[src/rtl/bnn_dot_pkg.sv]
// Shared definitions for the BNN dot-product word-stream interface:
// the streamer FSM states, accumulator width and a counter-width helper.
package bnn_dot_pkg;

  typedef enum logic [2:0] {
    IDLE,
    START,
    ISSUE,
    DRAIN,
    WAIT,
    RESP
  } dot_state_t;

  localparam int ACC_W = 32;

  // Bits needed to hold 0..n, never less than one bit.
  function automatic int cnt_width(input int n);
    return (n < 1) ? 1 : $clog2(n + 1);
  endfunction

endpackage

[src/rtl/bnn_dot_streamer.sv]
// Reads N_WORDS activation/weight word pairs from two sync-read memories,
// streams them to the dot engine, and returns the engine result on a valid/ready channel.
module bnn_dot_streamer
  import bnn_dot_pkg::*;
#(
  parameter int N_BITS       = 256,
  parameter int WORD_W       = 32,
  parameter int N_WORDS      = N_BITS / WORD_W,
  parameter int ADDR_W       = 10,
  parameter int DONE_TIMEOUT = 1024
) (
  input  logic                    clk,
  input  logic                    rst_n,
  input  logic                    cmd_valid,
  output logic                    cmd_ready,
  input  logic [ADDR_W-1:0]       cmd_a_base,
  input  logic [ADDR_W-1:0]       cmd_w_base,
  output logic                    a_rd_en,
  output logic [ADDR_W-1:0]       a_rd_addr,
  input  logic [WORD_W-1:0]       a_rd_data,
  output logic                    w_rd_en,
  output logic [ADDR_W-1:0]       w_rd_addr,
  input  logic [WORD_W-1:0]       w_rd_data,
  output logic                    start,
  output logic [WORD_W-1:0]       a_word,
  output logic [WORD_W-1:0]       w_word,
  output logic                    word_valid,
  output logic                    last_word,
  input  logic                    dot_done,
  input  logic signed [ACC_W-1:0] dot_acc,
  output logic                    res_valid,
  input  logic                    res_ready,
  output logic signed [ACC_W-1:0] res_data,
  output logic                    res_err,
  output logic                    busy
);

  localparam int K_W = cnt_width(N_WORDS);
  localparam int T_W = cnt_width(DONE_TIMEOUT);
  localparam logic [K_W-1:0] K_LAST = K_W'(N_WORDS - 1);
  localparam logic [T_W-1:0] T_LAST = T_W'(DONE_TIMEOUT - 1);

  dot_state_t state, state_n;
  logic [ADDR_W-1:0] a_base, a_base_n, w_base, w_base_n;
  logic [ADDR_W-1:0] a_addr_n, w_addr_n;
  logic [K_W-1:0] k, k_n;
  logic [T_W-1:0] tmo, tmo_n;
  logic err, err_n;
  logic rd_en, rd_en_n, rd_last, rd_last_n, start_n, busy_n;
  logic res_valid_n, res_err_n;
  logic signed [ACC_W-1:0] res_data_n;
  logic v1, l1;

  assign cmd_ready = (state == IDLE) && rst_n;
  assign a_rd_en   = rd_en;
  assign w_rd_en   = rd_en;

  // Next-state logic; read strobes and addresses are computed one cycle
  // ahead so that every read-side output comes straight from a flop.
  always_comb begin
    state_n     = state;
    a_base_n    = a_base;
    w_base_n    = w_base;
    k_n         = k;
    tmo_n       = tmo;
    err_n       = err;
    start_n     = 1'b0;
    rd_en_n     = 1'b0;
    rd_last_n   = 1'b0;
    a_addr_n    = a_rd_addr;
    w_addr_n    = w_rd_addr;
    res_valid_n = res_valid;
    res_data_n  = res_data;
    res_err_n   = res_err;
    unique case (state)
      IDLE: begin
        if (cmd_valid) begin
          a_base_n  = cmd_a_base;
          w_base_n  = cmd_w_base;
          k_n       = '0;
          err_n     = 1'b0;
          start_n   = 1'b1;
          rd_en_n   = 1'b1;
          a_addr_n  = cmd_a_base;
          w_addr_n  = cmd_w_base;
          rd_last_n = (N_WORDS == 1);
          state_n   = START;
        end
      end
      START, ISSUE: begin
        if (dot_done) err_n = 1'b1;
        if (k == K_LAST) begin
          state_n = DRAIN;
        end else begin
          k_n       = k + 1'b1;
          rd_en_n   = 1'b1;
          a_addr_n  = a_base + ADDR_W'(k_n);
          w_addr_n  = w_base + ADDR_W'(k_n);
          rd_last_n = (k_n == K_LAST);
          state_n   = ISSUE;
        end
      end
      DRAIN: begin
        if (dot_done) err_n = 1'b1;
        if (word_valid && last_word) begin
          tmo_n   = '0;
          state_n = WAIT;
        end
      end
      WAIT: begin
        if (dot_done) begin
          res_valid_n = 1'b1;
          res_data_n  = dot_acc;
          res_err_n   = err;
          state_n     = RESP;
        end else if ((DONE_TIMEOUT != 0) && (tmo == T_LAST)) begin
          err_n       = 1'b1;
          res_valid_n = 1'b1;
          res_data_n  = '0;
          res_err_n   = 1'b1;
          state_n     = RESP;
        end else if (tmo != '1) begin
          tmo_n = tmo + 1'b1;
        end
      end
      RESP: begin
        if (res_ready) begin
          res_valid_n = 1'b0;
          res_data_n  = '0;
          res_err_n   = 1'b0;
          state_n     = IDLE;
        end
      end
      default: state_n = IDLE;
    endcase
    busy_n = (state_n != IDLE);
  end

  always_ff @(posedge clk or negedge rst_n) begin
    if (!rst_n) begin
      state     <= IDLE;
      a_base    <= '0;
      w_base    <= '0;
      k         <= '0;
      tmo       <= '0;
      err       <= 1'b0;
      start     <= 1'b0;
      rd_en     <= 1'b0;
      rd_last   <= 1'b0;
      a_rd_addr <= '0;
      w_rd_addr <= '0;
      res_valid <= 1'b0;
      res_data  <= '0;
      res_err   <= 1'b0;
      busy      <= 1'b0;
    end else begin
      state     <= state_n;
      a_base    <= a_base_n;
      w_base    <= w_base_n;
      k         <= k_n;
      tmo       <= tmo_n;
      err       <= err_n;
      start     <= start_n;
      rd_en     <= rd_en_n;
      rd_last   <= rd_last_n;
      a_rd_addr <= a_addr_n;
      w_rd_addr <= w_addr_n;
      res_valid <= res_valid_n;
      res_data  <= res_data_n;
      res_err   <= res_err_n;
      busy      <= busy_n;
    end
  end

  // Stage 1 tracks the memory latency, stage 2 registers the returned data.
  always_ff @(posedge clk or negedge rst_n) begin
    if (!rst_n) begin
      v1         <= 1'b0;
      l1         <= 1'b0;
      word_valid <= 1'b0;
      last_word  <= 1'b0;
      a_word     <= '0;
      w_word     <= '0;
    end else begin
      v1         <= rd_en;
      l1         <= rd_last;
      word_valid <= v1;
      last_word  <= v1 && l1;
      a_word     <= v1 ? a_rd_data : '0;
      w_word     <= v1 ? w_rd_data : '0;
    end
  end

endmodule

[config.mk]
export PLATFORM = sky130hd
export DESIGN_NAME = bnn_dot_streamer
export DESIGN_NICKNAME = d
export VERILOG_FILES = /design/src/rtl/bnn_dot_pkg.sv /design/src/rtl/bnn_dot_streamer.sv
export SDC_FILE = /design/constraint.sdc
export NUM_CORES = 1
export LEC_CHECK = 0
export BUFFER_PORTS_ARGS = -buffer_cell sky130_fd_sc_hd__buf_4
export CELL_PAD_IN_SITES_DETAIL_PLACEMENT = 1
export CELL_PAD_IN_SITES_GLOBAL_PLACEMENT = 1
export CORE_ASPECT_RATIO = 2
export CORE_MARGIN = 3
export CORE_UTILIZATION = 35
export CTS_CLUSTER_DIAMETER = 80
export DETAILED_ROUTE_END_ITERATION = 8
export PLACE_DENSITY_LB_ADDON = 0.1
export SLEW_MARGIN = 20
export SYNTH_ARGS = -nofsm -noshare
export SYNTH_HDL_FRONTEND = slang
export SYNTH_SLANG_ARGS = --single-unit
[constraint.sdc]
create_clock -name clk -period 4.1 [get_ports clk]
set_input_delay 0.82 -clock clk [delete_from_list [all_inputs] [get_ports clk]]
set_output_delay 0.82 -clock clk [all_outputs]
set_load 0.03 [all_outputs]
==> Word-level counts from Yosys, hierarchy flattened <==
Index checks and enable logic that the tools add are counted.
{ "totals": {"reg_bits": 165, "inputBits": 121, "output_inout_bits": 125} }
{ "classes": {"addsub": 4, "n_eq_ne": 19, "muxes": 43, "reduce_logical": 16} }
{ "op_table": {"columns": ["cell", "n"], "rows": [
  ["two-way mux 32 bit", 5],
  ["one-hot mux 32 bit (2 select lines)", 1],
  ["two-way mux 11 bit", 4],
  ["two-way mux 10 bit", 4],
  ["one-hot mux 10 bit (2 select lines)", 2],
  ["one-hot mux 11 bit (2 select lines)", 1],
  ["adder 10 x 4 -> 10 bit", 2],
  ["!= test 2 bit, second input constant", 8],
  ["two-way mux 3 bit", 5],
  ["one-hot mux 3 bit (5 select lines)", 1],
  ["two-way mux 1 bit", 13],
  ["adder 11 x 1 -> 11 bit, second input constant", 1],
  ["equality test 11 x 10 -> 1 bit, second input constant", 1],
  ["!= test 11 bit, second input constant", 1],
  ["AND reduction 5 bit", 2],
  ["equality test 4 x 3 -> 1 bit, second input constant", 2],
  ["two-way mux 4 bit", 2],
  ["one-hot mux 4 bit (2 select lines)", 1],
  ["equality test 3 x 2 -> 1 bit, second input constant", 2],
  ["equality test 3 bit, second input constant", 2],
  ["one-hot mux 1 bit (2 select lines)", 3],
  ["AND reduction 3 bit", 2],
  ["nonzero test 2 bit", 3],
  ["nonzero test 3 bit", 2],
  ["other kinds (10)", 12]
]} }

==> Logic depth before layout (Yosys ltp) <==
{ "logic_depth": {"word_depth": 5, "mapped_depth": 9, "depth_no_buf": 9} }

==> Worst setup path before layout <==
No wires, ideal clock.
{ "synth_path": {"path_kind": "register to register", "startpoint": "reg k[0]", "endpoint": "reg a_rd_addr[8]", "t_arrival_ps": 2047, "required_time_ps": 3982, "slack_ps": 1935, "stages_incl_launch_ff": 10, "path_buffers": 0, "period_less_slack_ps": 2165, "path_cell_list": "dfrtp_1 -> inv_1 -> ha_1 -> inv_1 -> fa_1 -> a211oi_1 -> nor3b_1 -> xnor2_1 -> a22oi_1 -> a21o_1"} }
{ "synth_between": {"elab_chain_len": 4, "elab_cells_between_ends": 7, "classes_between": "2 x add/sub; 2 x eq/ne; 2 x mux; 1 x reduce/logical"} }
{ "synth_rtl": {"columns": ["element", "line_no", "source"], "rows": [
  ["from (decl)", "bnn_dot_streamer.sv:46", "logic [K_W-1:0] k, k_n;"],
  ["from (signal assigned)", "bnn_dot_streamer.sv:160", "k <= k_n;"],
  ["adder 4 x 1 -> 4 bit", "bnn_dot_streamer.sv:95", "k_n = k + 1'b1;"],
  ["adder 10 x 4 -> 10 bit", "bnn_dot_streamer.sv:97", "a_addr_n = a_base + ADDR_W'(k_n);"],
  ["two-way mux 10 bit", "bnn_dot_streamer.sv:92", "if (k == K_LAST) begin"],
  ["one-hot mux 10 bit (2 select lines)", "bnn_dot_streamer.sv:75", "unique case (state)"],
  ["to (signal assigned)", "bnn_dot_streamer.sv:166", "a_rd_addr <= a_addr_n;"],
  ["to (decl)", "bnn_dot_streamer.sv:19", "output logic [ADDR_W-1:0] a_rd_addr,"]
]} }
Several ways; a longest one is shown, not always the timed one. The select of a mux whose other input is x is not followed.
A chain may end at the register's enable or synchronous reset.

==> Worst setup path in the final report <==
Ends and elaborated chain as after synthesis.

==> impl_metrics.json <==
{
  "status": "finished clean",
  "hold_end": "l1$_DFF_PN0_",
  "crit_required_ps": 4420,
  "gr-max-usage-layer": "met2",
  "hold_violations": 0,
  "antenna_found_initial": 1,
  "post_cts_resized": 0,
  "cts.clk_slew.worst_paths_ps": 70,
  "slew-limit-headroom_pct": 36.07,
  "worstReg2RegStart": "k[0]$_DFFE_PN0P_",
  "io_pins": 246,
  "synth_flop_cell": "dfrtp_1",
  "power.ir.vdd_worst_uv": 423.0,
  "hold_depth": 0,
  "syn2layout_area_growth_pct": 40.98,
  "met2_usage_pct": 42.95,
  "nFillCells": 2112,
  "die_w_um": 103.6,
  "place_congestion": 0.7985,
  "fmax_mhz": 389.3,
  "cts_hold_buffers": 0,
  "path_max_fanout": 5,
  "cts_sinks": 165,
  "core_area_um2": 18480,
  "grt_pass1_vias": 6171,
  "start_util_pct": 36.05,
  "use_met3_pct": 5.040,
  "cts_setup_buffers": 0,
  "period_share_pct": 62.66,
  "min_from": "rd_last$_DFF_PN0_",
  "drive_above_1_share_pct": 34.55,
  "ant_nets": 0,
  "cts_tree": "yes",
  "drc_errors": 0,
  "async_reset_ff_share_pct": 100.0,
  "worst_pin_slew_ps": 959.0,
  "reg2reg_depth": 8,
  "clock_latency_ps": 430,
  "synth_cell_types": 52,
  "htreeDepth": 4,
  "holdCritPathClass": "reg2reg",
  "end_kind": "register",
  "drt_iter0_markers": 147,
  "synth_seq_area_share_pct": 61.97,
  "drv_slew": 0,
  "cts_buffers": 17,
  "synth_warnings": 0,
  "rrSetupSlack_ps": 1530,
  "synth_nets": 725,
  "die-area_um2": 20830,
  "period_needed_ps": 2569,
  "die_h_um": 201.1,
  "drv_cap": 0,
  "grt_pass1_wl_mm": 34.96,
  "fin_ws_ps": 1531,
  "routed_wl_mm": 22.42,
  "setup-tns-final_ps": 0,
  "via_per_inst": 5.010,
  "num_rows": 70,
  "io_buffers": 245,
  "grt_overflow_total": 0,
  "grt.total_usage_pct": 21.88,
  "ys_seq_elements": 165,
  "use_met1_pct": 20.26,
  "rsz0062_at_grt": "no",
  "powerDensity_nw_per_um2": 785.9,
  "p_leak_nw": 4.725,
  "dr.pass1.iters": 4,
  "syn_inst": 591,
  "setup_viol": 0,
  "synth_edf_count": 0,
  "rr_endpoint": "a_rd_addr[8]$_DFFE_PN0P_",
  "wl_per_cell_um": 20.36,
  "layout_common_cells": "buf_4, dfrtp_1, nand2_1",
  "root_buffer": "clkbuf_16",
  "crit_type": "reg2reg",
  "dp_slack_ps": 1537,
  "syn_area_per_cell_um2": 11.27,
  "grt_max_degree": 166,
  "arrival_ps": 2890,
  "syn_area_um2": 6663,
  "hpwl_mm": 16.77,
  "startpoint_type": "register",
  "cts_buffer_depth": 2,
  "finalClockSkew_ps": 9.642,
  "vias": 5516,
  "fin_nets": 969,
  "final_common_cell": "buf_4"
}
==> flip-flops by register name, indices dropped and copies added (netlist names) <==
signal	count
a_word	32
res_data	32
w_word	32
tmo	11
a_base	10
a_rd_addr	10
w_base	10
w_rd_addr	10
k	4
state	3
a_rd_en	1
busy	1
err	1
l1	1
last_word	1
rd_last	1
res_err	1
res_valid	1
start	1
v1	1
word_valid	1
==> power by group <==
| part | switching, mW | leakage [nW] | internal, mW |
|---|---|---|---|
| clock | 0.714 | 0.302 | 0.953 |
| combinational | 2.10 | 2.34 | 1.19 |
| sequential | 0.303 | 2.08 | 2.12 |
==> kinds of logic after synthesis <==
kind of cell             share of synthesized area, %
AO/OA/AOI/OAI                                   12.13
XOR/XNOR                                        2.235
adder cells (fa/ha/maj)                         2.667
buffers and inverters                           2.441
flip-flops                                      61.97
multiplexers                                   0.4507
AND/OR/NAND/NOR                                 18.10
==> metrics by stage <==
stage | cells | utilization, % | hold slack (ps) | total power [mW] | cell area, µm²
final | 1101 | 50.83 | 356.5 | 7.382 | 9393
after global routing | 1101 | 50.83 | 367.8 | 7.861 | 9393
after CTS | 1100 | 50.81 | 360.1 | 7.496 | 9390
after detailed placement | 1068 | 47.49 | 343.4 | 5.791 | 8776
after global placement | 1068 | 47.46 | 335.3 | 5.675 | 8771
after floorplan | 591 | - | 331.2 | 4.461 | 6663
==> metal layers <==
metal / wire (µm) / part of all wire (%)
met4: 1172 / 5.2
met2: 13140 / 59
met5: 0 / 0
met3: 1020 / 4.6
met1: 7079 / 32
==> cell usage after synthesis, types with 3 or more instances <==
master    count  area share, %
a21oi_1      10           0.75
nand3_1      21            1.6
nand2_1     100            5.6
buf_2         3           0.23
a22oi_1       6           0.68
xor2_1       13            1.7
inv_1        10           0.56
a22o_1       33            4.3
o31ai_1       3           0.34
clkbuf_1     19            1.1
nor3_1        4           0.30
nand4_1       3           0.28
a31oi_1      10           0.94
dfrtp_1     165             62
nor2_1       19            1.1
and2_1       67            6.3
mux2i_1       3           0.45
xnor2_1       4           0.53
a21o_1        4           0.45
o211ai_1      7           0.79
ha_1         11            2.1
nor3b_1       4           0.45
or4_1         7           0.79
and3_1        3           0.28
o21ai_0      26            2.0
==> worst max-delay path, stage by stage (launching register included) <==
cell      delay [ps]
dfrtp_1          420
ha_1             240
xor2_1           350
ha_1             380
a211oi_1         490
nor3b_1          140
xnor2_1          170
a22oi_1           90
a21o_1           180
==> how the worst max path moves through the flow <==
| stage | start | end | slack (ps) | cells past startpoint |
|---|---|---|---|---|
| 2_1_floorplan | k[0]$_DFFE_PN0P_ | a_rd_addr[8]$_DFFE_PN0P_ | 1940 | 9 |
| 5_1_grt | k[0]$_DFFE_PN0P_ | a_rd_addr[6]$_DFFE_PN0P_ | 1370 | 9 |
| 4_1_cts | k[0]$_DFFE_PN0P_ | a_rd_addr[8]$_DFFE_PN0P_ | 1540 | 9 |
| 3_3_place_gp | cmd_valid | w_rd_addr[5]$_DFFE_PN0P_ | 1620 | 8 |
| 6_report | k[0]$_DFFE_PN0P_ | a_rd_addr[8]$_DFFE_PN0P_ | 1530 | 8 |
| 3_5_place_dp | cmd_valid | a_rd_addr[0]$_DFFE_PN0P_ | 1540 | 8 |
==> layout make-up <==
| type | count | area, µm² | area share [%] |
|---|---|---|---|
| multi-input combinational | 387 | 2379 | 25.32 |
| timing repair buffer | 252 | 1908 | 20.31 |
| tap | 252 | 315.3 | 3.357 |
| clock buffer | 19 | 452.9 | 4.822 |
| inverter | 12 | 45.04 | 0.4796 |
| antenna | 1 | 2.502 | 0.02664 |
| sequential | 165 | 4129 | 43.96 |
| clock inverter | 13 | 161.4 | 1.718 |
Note: power is estimated with default switching activity, not from simulation.
